<file path="src/rtl/spi_master_seq.sv">
// rtl/spi_master_seq.sv - SPI master sequencer: serialises 10-bit command words onto SS_n/MOSI
// and captures an 8-bit MISO reply for read-data frames.
module spi_master_seq #(
    parameter int RD_LATENCY = 2,
    parameter int GAP_CYCLES = 1
) (
    input  logic       clk,
    input  logic       rst,
    input  logic       cmd_valid,
    output logic       cmd_ready,
    input  logic [9:0] cmd_word,
    output logic       rsp_valid,
    output logic       rsp_is_read,
    output logic [7:0] rsp_data,
    output logic       busy,
    output logic       SS_n,
    output logic       MOSI,
    input  logic       MISO
);

    typedef enum logic [2:0] {
        ST_IDLE,
        ST_LEAD,
        ST_CMD,
        ST_SHIFT,
        ST_WAIT,
        ST_CAPTURE,
        ST_GAP
    } state_t;

    localparam logic [3:0] WAIT_LAST = 4'(RD_LATENCY - 1);
    localparam logic [3:0] GAP_LAST  = 4'(GAP_CYCLES - 1);

    state_t     state_q, state_d;
    logic [3:0] cnt_q, cnt_d;
    logic [9:0] word_q, word_d;
    logic [7:0] rx_q, rx_d;
    logic       cmd_ready_q, cmd_ready_d;
    logic       rsp_valid_q, rsp_valid_d;
    logic       rsp_is_read_q, rsp_is_read_d;
    logic [7:0] rsp_data_q, rsp_data_d;
    logic       busy_q, busy_d;
    logic       ss_n_q, ss_n_d;
    logic       mosi_q, mosi_d;

    always_ff @(posedge clk) begin
        if (rst) begin
            state_q       <= ST_IDLE;
            cnt_q         <= '0;
            word_q        <= '0;
            rx_q          <= '0;
            cmd_ready_q   <= 1'b0;
            rsp_valid_q   <= 1'b0;
            rsp_is_read_q <= 1'b0;
            rsp_data_q    <= '0;
            busy_q        <= 1'b0;
            ss_n_q        <= 1'b1;
            mosi_q        <= 1'b0;
        end else begin
            state_q       <= state_d;
            cnt_q         <= cnt_d;
            word_q        <= word_d;
            rx_q          <= rx_d;
            cmd_ready_q   <= cmd_ready_d;
            rsp_valid_q   <= rsp_valid_d;
            rsp_is_read_q <= rsp_is_read_d;
            rsp_data_q    <= rsp_data_d;
            busy_q        <= busy_d;
            ss_n_q        <= ss_n_d;
            mosi_q        <= mosi_d;
        end
    end

    always_comb begin
        state_d = state_q;
        cnt_d   = cnt_q;
        word_d  = word_q;
        rx_d    = rx_q;

        case (state_q)
            ST_IDLE: begin
                if (cmd_valid && cmd_ready_q) begin
                    word_d  = cmd_word;
                    cnt_d   = '0;
                    state_d = ST_LEAD;
                end
            end
            ST_LEAD: state_d = ST_CMD;
            ST_CMD: begin
                cnt_d   = '0;
                state_d = ST_SHIFT;
            end
            ST_SHIFT: begin
                if (cnt_q == 4'd9) begin
                    cnt_d = '0;
                    if (word_q[9:8] == 2'b11) begin
                        state_d = (RD_LATENCY > 0) ? ST_WAIT : ST_CAPTURE;
                    end else begin
                        state_d = ST_GAP;
                    end
                end else begin
                    cnt_d = cnt_q + 4'd1;
                end
            end
            ST_WAIT: begin
                if (cnt_q == WAIT_LAST) begin
                    cnt_d   = '0;
                    state_d = ST_CAPTURE;
                end else begin
                    cnt_d = cnt_q + 4'd1;
                end
            end
            ST_CAPTURE: begin
                // First sample lands in bit 0 and ends up as data bit 7 after eight shifts.
                rx_d = {rx_q[6:0], MISO};
                if (cnt_q == 4'd7) begin
                    cnt_d   = '0;
                    state_d = ST_GAP;
                end else begin
                    cnt_d = cnt_q + 4'd1;
                end
            end
            ST_GAP: begin
                if (cnt_q == GAP_LAST) begin
                    cnt_d   = '0;
                    state_d = ST_IDLE;
                end else begin
                    cnt_d = cnt_q + 4'd1;
                end
            end
            default: begin
                cnt_d   = '0;
                state_d = ST_IDLE;
            end
        endcase
    end

    // Outputs are registered from the next state so each pin lines up with the state it belongs to.
    always_comb begin
        cmd_ready_d   = (state_d == ST_IDLE);
        busy_d        = (state_d != ST_IDLE);
        ss_n_d        = (state_d == ST_IDLE) || (state_d == ST_GAP);
        mosi_d        = 1'b0;
        rsp_valid_d   = (state_d == ST_GAP) && (state_q != ST_GAP);
        rsp_is_read_d = rsp_is_read_q;
        rsp_data_d    = rsp_data_q;

        if (state_d == ST_CMD) begin
            mosi_d = word_d[9];
        end else if (state_d == ST_SHIFT) begin
            mosi_d = word_d[4'd9 - cnt_d];
        end

        if (rsp_valid_d) begin
            rsp_is_read_d = (word_q[9:8] == 2'b11);
            rsp_data_d    = (word_q[9:8] == 2'b11) ? rx_d : 8'h00;
        end
    end

    assign cmd_ready   = cmd_ready_q;
    assign rsp_valid   = rsp_valid_q;
    assign rsp_is_read = rsp_is_read_q;
    assign rsp_data    = rsp_data_q;
    assign busy        = busy_q;
    assign SS_n        = ss_n_q;
    assign MOSI        = mosi_q;

endmodule

</file>
<file path="config.mk">
export PLATFORM = sky130hd
export DESIGN_NAME = spi_master_seq
export DESIGN_NICKNAME = d
export VERILOG_FILES = /design/src/rtl/spi_master_seq.sv
export SDC_FILE = /design/constraint.sdc
export NUM_CORES = 1
export LEC_CHECK = 0
export ABC_CLOCK_PERIOD_IN_PS = 5150
export CORE_ASPECT_RATIO = 0.9
export CORE_UTILIZATION = 35
export CTS_CLUSTER_DIAMETER = 40
export DETAILED_ROUTE_END_ITERATION = 8
export SLEW_MARGIN = 20
export SYNTH_ARGS = -nofsm -noshare
export SYNTH_HDL_FRONTEND = slang
export SYNTH_SLANG_ARGS = --single-unit
</file>
<file path="constraint.sdc">
create_clock -name clk -period 5.15 [get_ports clk]
set_input_delay 0.515 -clock clk [delete_from_list [all_inputs] [get_ports clk]]
set_output_delay 0.515 -clock clk [all_outputs]
set_load 0.02 [all_outputs]
</file>
# [Yosys cells after proc, flatten, opt, wreduce, memory -nomap -nowiden]
# Index checks and enable logic that the tools add are counted.
[classes] addsub=2 n_lt_le_gt_ge=1 eq_ne=14 muxes=21 reduce_logical=7
[ops] operator="4-bit one-hot mux with 6 select lines" count=1
[ops] operator="3-bit one-hot mux with 7 select lines" count=1
[ops] operator="10-bit 2-to-1 mux" count=2
[ops] operator="4-bit 2-to-1 mux" count=5
[ops] operator="8-bit 2-to-1 mux" count=2
[ops] operator="3-bit 2-to-1 mux" count=5
[ops] operator="3-bit by 2-bit == test with 1-bit output, second input constant" count=4
[ops] operator="3-bit == test, second input constant" count=4
[ops] operator="3-bit zero test" count=2
[ops] operator="4-bit by 5-bit < comparator with 1-bit output, second input constant" count=1
[ops] operator="4-bit by 1-bit adder with 4-bit output, second input constant" count=1
[ops] operator="1-bit binary-select mux with 4-bit select" count=1
[ops] operator="4-bit by 1-bit == test with 1-bit output, second input constant" count=1
[ops] operator="4-bit by 3-bit == test with 1-bit output, second input constant" count=1
[ops] operator="4-bit == test, second input constant" count=1
[ops] operator="4-bit zero test" count=1
[ops] operator="4-bit subtractor, first input constant" count=1
[ops] operator="3-bit by 1-bit == test with 1-bit output, second input constant" count=1
[ops] operator="1-bit 2-to-1 mux" count=3
[ops] operator="3-bit != test, second input constant" count=1
[ops] operator="3-bit nonzero test" count=1
[ops] operator="2-bit == test, second input constant" count=1
[ops] operator="1-bit logical AND" count=2
[ops] operator="2-bit 2-to-1 mux" count=1
[ops] operator="1-bit logical OR" count=1
[word_totals] reg_bits=39 input_bits=14 output_inout_bits=14

# [Logic depth before layout (Yosys ltp)]
[logic_depth] depth_word=8 ltp_mapped=13 depth_no_buf=13

# [Worst setup path before layout]
# OpenSTA, ideal clock, no wires.
[synth_path] kind="register -> register" start="reg state_q[1]" end="reg mosi_q (netlist: MOSI)" setup_ns=0.070 arrival_time_ns=2.328 required_ns=5.080 slack_ns=2.752 stages_incl_launch_ff=13 path_buffers=1 period_less_slack_ns=2.398 cell_sequence="dfxtp_1 buf_4 nor2b_1 nand2_1 nand4_1 nand2_1 o21ai_0 a21oi_1 ha_1 a221o_1 a31o_1 a31o_1 a21oi_1"
[synth_via] elab_chain_len=7 elab_cells_between_ends=22
[synth_lines] item="start, declared" line_no="34" text="state_t state_q, state_d;"
[synth_lines] item="start signal, assigned" line_no="60" text="state_q <= state_d;"
[synth_lines] item="3-bit == test, or another cell as far along" line_no="80" text="case (state_q)"
[synth_lines] item="4-bit one-hot mux with 6 select lines" line_no="80"
[synth_lines] item="4-bit subtractor" line_no="151" text="mosi_d = word_d[4'd9 - cnt_d];"
[synth_lines] item="1-bit binary-select mux with 4-bit select" line_no="151"
[synth_lines] item="1-bit 2-to-1 mux (implied by the code)" line_no="151"
[synth_lines] item="1-bit 2-to-1 mux" line_no="150" text="end else if (state_d == ST_SHIFT) begin"
[synth_lines] item="1-bit 2-to-1 mux (*)" line_no="148" text="if (state_d == ST_CMD) begin"
[synth_lines] item="end signal, assigned" line_no="70" text="mosi_q <= mosi_d;"
[synth_lines] item="end, declared" line_no="44" text="logic mosi_q, mosi_d;"
# Every way passes the cells marked *; elsewhere a longest branch is shown, timed or not. The select of a mux whose other input is x is not followed.
# A chain may end at the register's enable or synchronous reset.

# [Worst setup path after layout]
[layout_path] start="reg state_q[2]" end="reg mosi_q (netlist: MOSI)"
# Same word-level chain as after synthesis.

==> metrics.csv <==
metric,value,unit
R2R depth,11,
Post-Syn Area,0.00189,sq mm
Yosys warning total,0,
top post-synthesis cells by area,"dfxtp_1, nand2_1, a21oi_1, a22o_1, ha_1",
Hold Path End,word_q[7],
final setup fails,0,
pins over their slew limit,0,
Final TNS setup,0,ns
Tcrit/Tclk final,54.8,%
Post-synth EDFFs,0,
Avg Synthesized Cell Area,8.52,sq um
cts hold-fix bufs,0,
CP Data Required Time,5.37,ns
final worst setup slack,2.33,ns
GR Overflow Total,0,
vias post-DR,1596,
clock skew,0.00725,ns
vias per cell,5.08,
run status,finished clean,
Period minus WS final,2.82,ns
CP Class,flop to flop,
Yosys reg bits,39,
# port buffers,27,
# fillers,525,
Antenna Cells,0,
worst hold path depth,2,
XOR/XNOR Fraction of Synth Area,0.926,%
Compound-Gate Fraction of Synth Area,23.5,%
DRT antenna net count,0,
die height,71.7,microns
Max Cap Viol,0,
R2R Path Start,state_q[2],
Placer Congestion,0.855,
hold wc startpoint,word_q[7],
Skew-Pair Late Insertion Delay,0.29,ns
"area leader, netlist",dfxtp_1,
top cell type's share of synthesized area,41.3,%
FF-to-FF setup slack,2.33,ns
nets@finish,264,
startpoint types,flop,
Initial Util,36.2,%
Least-Margin Pin Slew,0.622,ns
post-synth cell types,53,
multiplexer share of the synthesized area,0,%
Final Hold Viols,0,
Reg2Reg Capture Point,MOSI,
fraction of layout cells with a size suffix above 1,9.72,%
DRC viols,0,
Final Power,616,uW
Total GRT Usage,15.2,%
Syn-to-layout area delta,20.2,%
worst path arrival time,3.04,ns
io pins,28,
Detail Placement HPWL,2820,microns
worst min-delay path class,flop to flop,
postcts setup bufs,0,
area of the die,0.00570,sq mm
Routed WL per cell,12.7,microns
post_cts resized,0,
Slew HR,58.1,%
ys flop type,dfxtp_1,
power density cells,271,mW/mm^2
largest net degree at the start of global routing,32,
pre-CTS setup slack,2.25,ns
Synth Net Count,240,
vias in the first global route,1447,
register area share after synthesis,41.3,%
antenna violations before repair,0,
"Reg clk slew, reported paths",0.08,ns
H-tree levels,2,
fmax,354,MHz
async set-or-reset flop fraction in the synthesized netlist,0,%
largest family of logic cells by synthesized area,simple AND/OR/NAND/NOR gates,
first-pass GRT wire length,6800,microns
Longest Clk Path Bufs,2,
Iteration-0 DRC Markers,78,
CTS tree,yes,
Lkg Pwr,0.000797,uW
number of CTS-inserted buffers,5,
Adder-Cell Fraction of Synth Area,2.65,%
FP Rows,25,
CTS Sinks,39,
Setup crit end kind,flop,
DR pass1 iterations,4,
simple-gate area share of the yosys netlist,26.7,%
CTS root buffer,clkbuf_8,
core footprint,0.00522,sq mm
final wirelength,3980,microns
Max VDD drop,0.000178,V
RSZ-0062 raised after global routing,false,
Cells after Synth,222,
CP max FO,10,
Die X,79.5,microns
## how the worst max path moves through the flow
stage,startpoint,depth (start not counted),slack [ns],end
2_1_floorplan,state_q[1],12,2.75,MOSI
3_5_place_dp,cmd_valid,10,2.25,MOSI
4_1_cts,state_q[1],11,2.36,MOSI
3_3_place_gp,cmd_valid,10,2.26,MOSI
6_report,state_q[2],11,2.33,MOSI
5_1_grt,state_q[2],10,2.03,MOSI
## state kept, by name, indices dropped and copies added (netlist names)
signal and flops:
MOSI 1, rx_q 8, cnt_q 4, cmd_ready 1, rsp_is_read 1, state_q 3
busy 1, rsp_data 8, rsp_valid 1, SS_n 1, word_q 10
## cells in the mapped netlist, types with 2 or more instances
cell type,number
nand2_1,46
dfxtp_1,39
a21oi_1,23
nor2_1,12
a22o_1,10
o21ai_0,8
nand3_1,7
inv_1,6
clkbuf_1,5
ha_1,4
nor2b_1,4
a311oi_1,3
and2_1,3
and3b_1,3
buf_4,3
a21o_1,2
a21oi_2,2
a31o_1,2
buf_6,2
nand4_1,2
nor3_1,2
nor3b_1,2
nor4_1,2
## metal layers
| metal | up-vias | track usage [%] | part of all wire, % |
|---|---|---|---|
| met2 | 34 | 20.7 | 41 |
| li1 | 835 | - | - |
| met1 | 723 | 22.9 | 54 |
| met3 | 4 | 3.95 | 3.8 |
| met5 | - | 0 | 0 |
| met4 | 0 | 4.85 | 1.1 |
## logic make-up (layout without fill, tap and decap cells)
logic type | Yosys count | count (layout)
and+or+nand+nor | 97 | 97
AOI/OAI and AO/OA | 62 | 62
buffers and inverters | 18 | 43
xor gates and xnor gates | 2 | 2
adders and majority gates | 4 | 4
DFF | 39 | 39
## metrics by stage
step / hold slack, ns / instances / utilization, % / cell area [sq um]
CTS: 0.456 / 314 / 43.5 / 2270
floorplan: 0.433 / 222 / - / 1890
global placement: 0.443 / 306 / 41.8 / 2180
detailed placement: 0.444 / 306 / 41.8 / 2180
global route: 0.475 / 314 / 43.5 / 2270
finish: 0.456 / 314 / 43.5 / 2270
## final cells by class
cell class              count  area [sq um]  area share [%]
flip-flops and latches     39           781            34.3
well taps                  67          83.8            3.69
inverters                   7          26.3            1.16
repair buffers             28           278            12.2
clock buffers               5          68.8            3.03
multi-input cells         165          1020            44.7
clock inverters             3          20.0           0.881
## worst max-delay path: stages, from the launching register on
cell	delay [ns]
dfxtp_1	0.49
nor2b_1	0.33
nand2_1	0.29
nand4_1	0.19
nand2_1	0.06
o21ai_0	0.16
a21oi_1	0.08
ha_1	0.35
a221o_1	0.30
a31o_1	0.19
a31o_1	0.21
a21oi_1	0.11
## cell usage in the layout (no fill, tap or decap), types with 2 or more instances in the layout
| master | count |
|---|---|
| clkinvlp_4 | 2 |
| and2_1 | 3 |
| clkbuf_8 | 5 |
| ha_1 | 4 |
| nor3_1 | 2 |
| a22o_1 | 10 |
| a21o_1 | 2 |
| nand2_1 | 46 |
| nor2_1 | 12 |
| nor2b_1 | 4 |
| and3b_1 | 3 |
| nand3_1 | 7 |
| a31o_1 | 2 |
| inv_1 | 6 |
| clkdlybuf4s50_1 | 27 |
| nand4_1 | 2 |
| nor3b_1 | 2 |
| a21oi_2 | 2 |
| a311oi_1 | 3 |
| a21oi_1 | 23 |
| nor4_1 | 2 |
| dfxtp_1 | 39 |
| o21ai_0 | 8 |
## where the power goes
part | internal (uW) | total (uW) | switching (uW)
Combinational | 39.0 | 88.7 | 49.7
Sequential | 313 | 325 | 11.6
Clock | 94.2 | 203 | 108
Power figures use the tool's default switching activity.
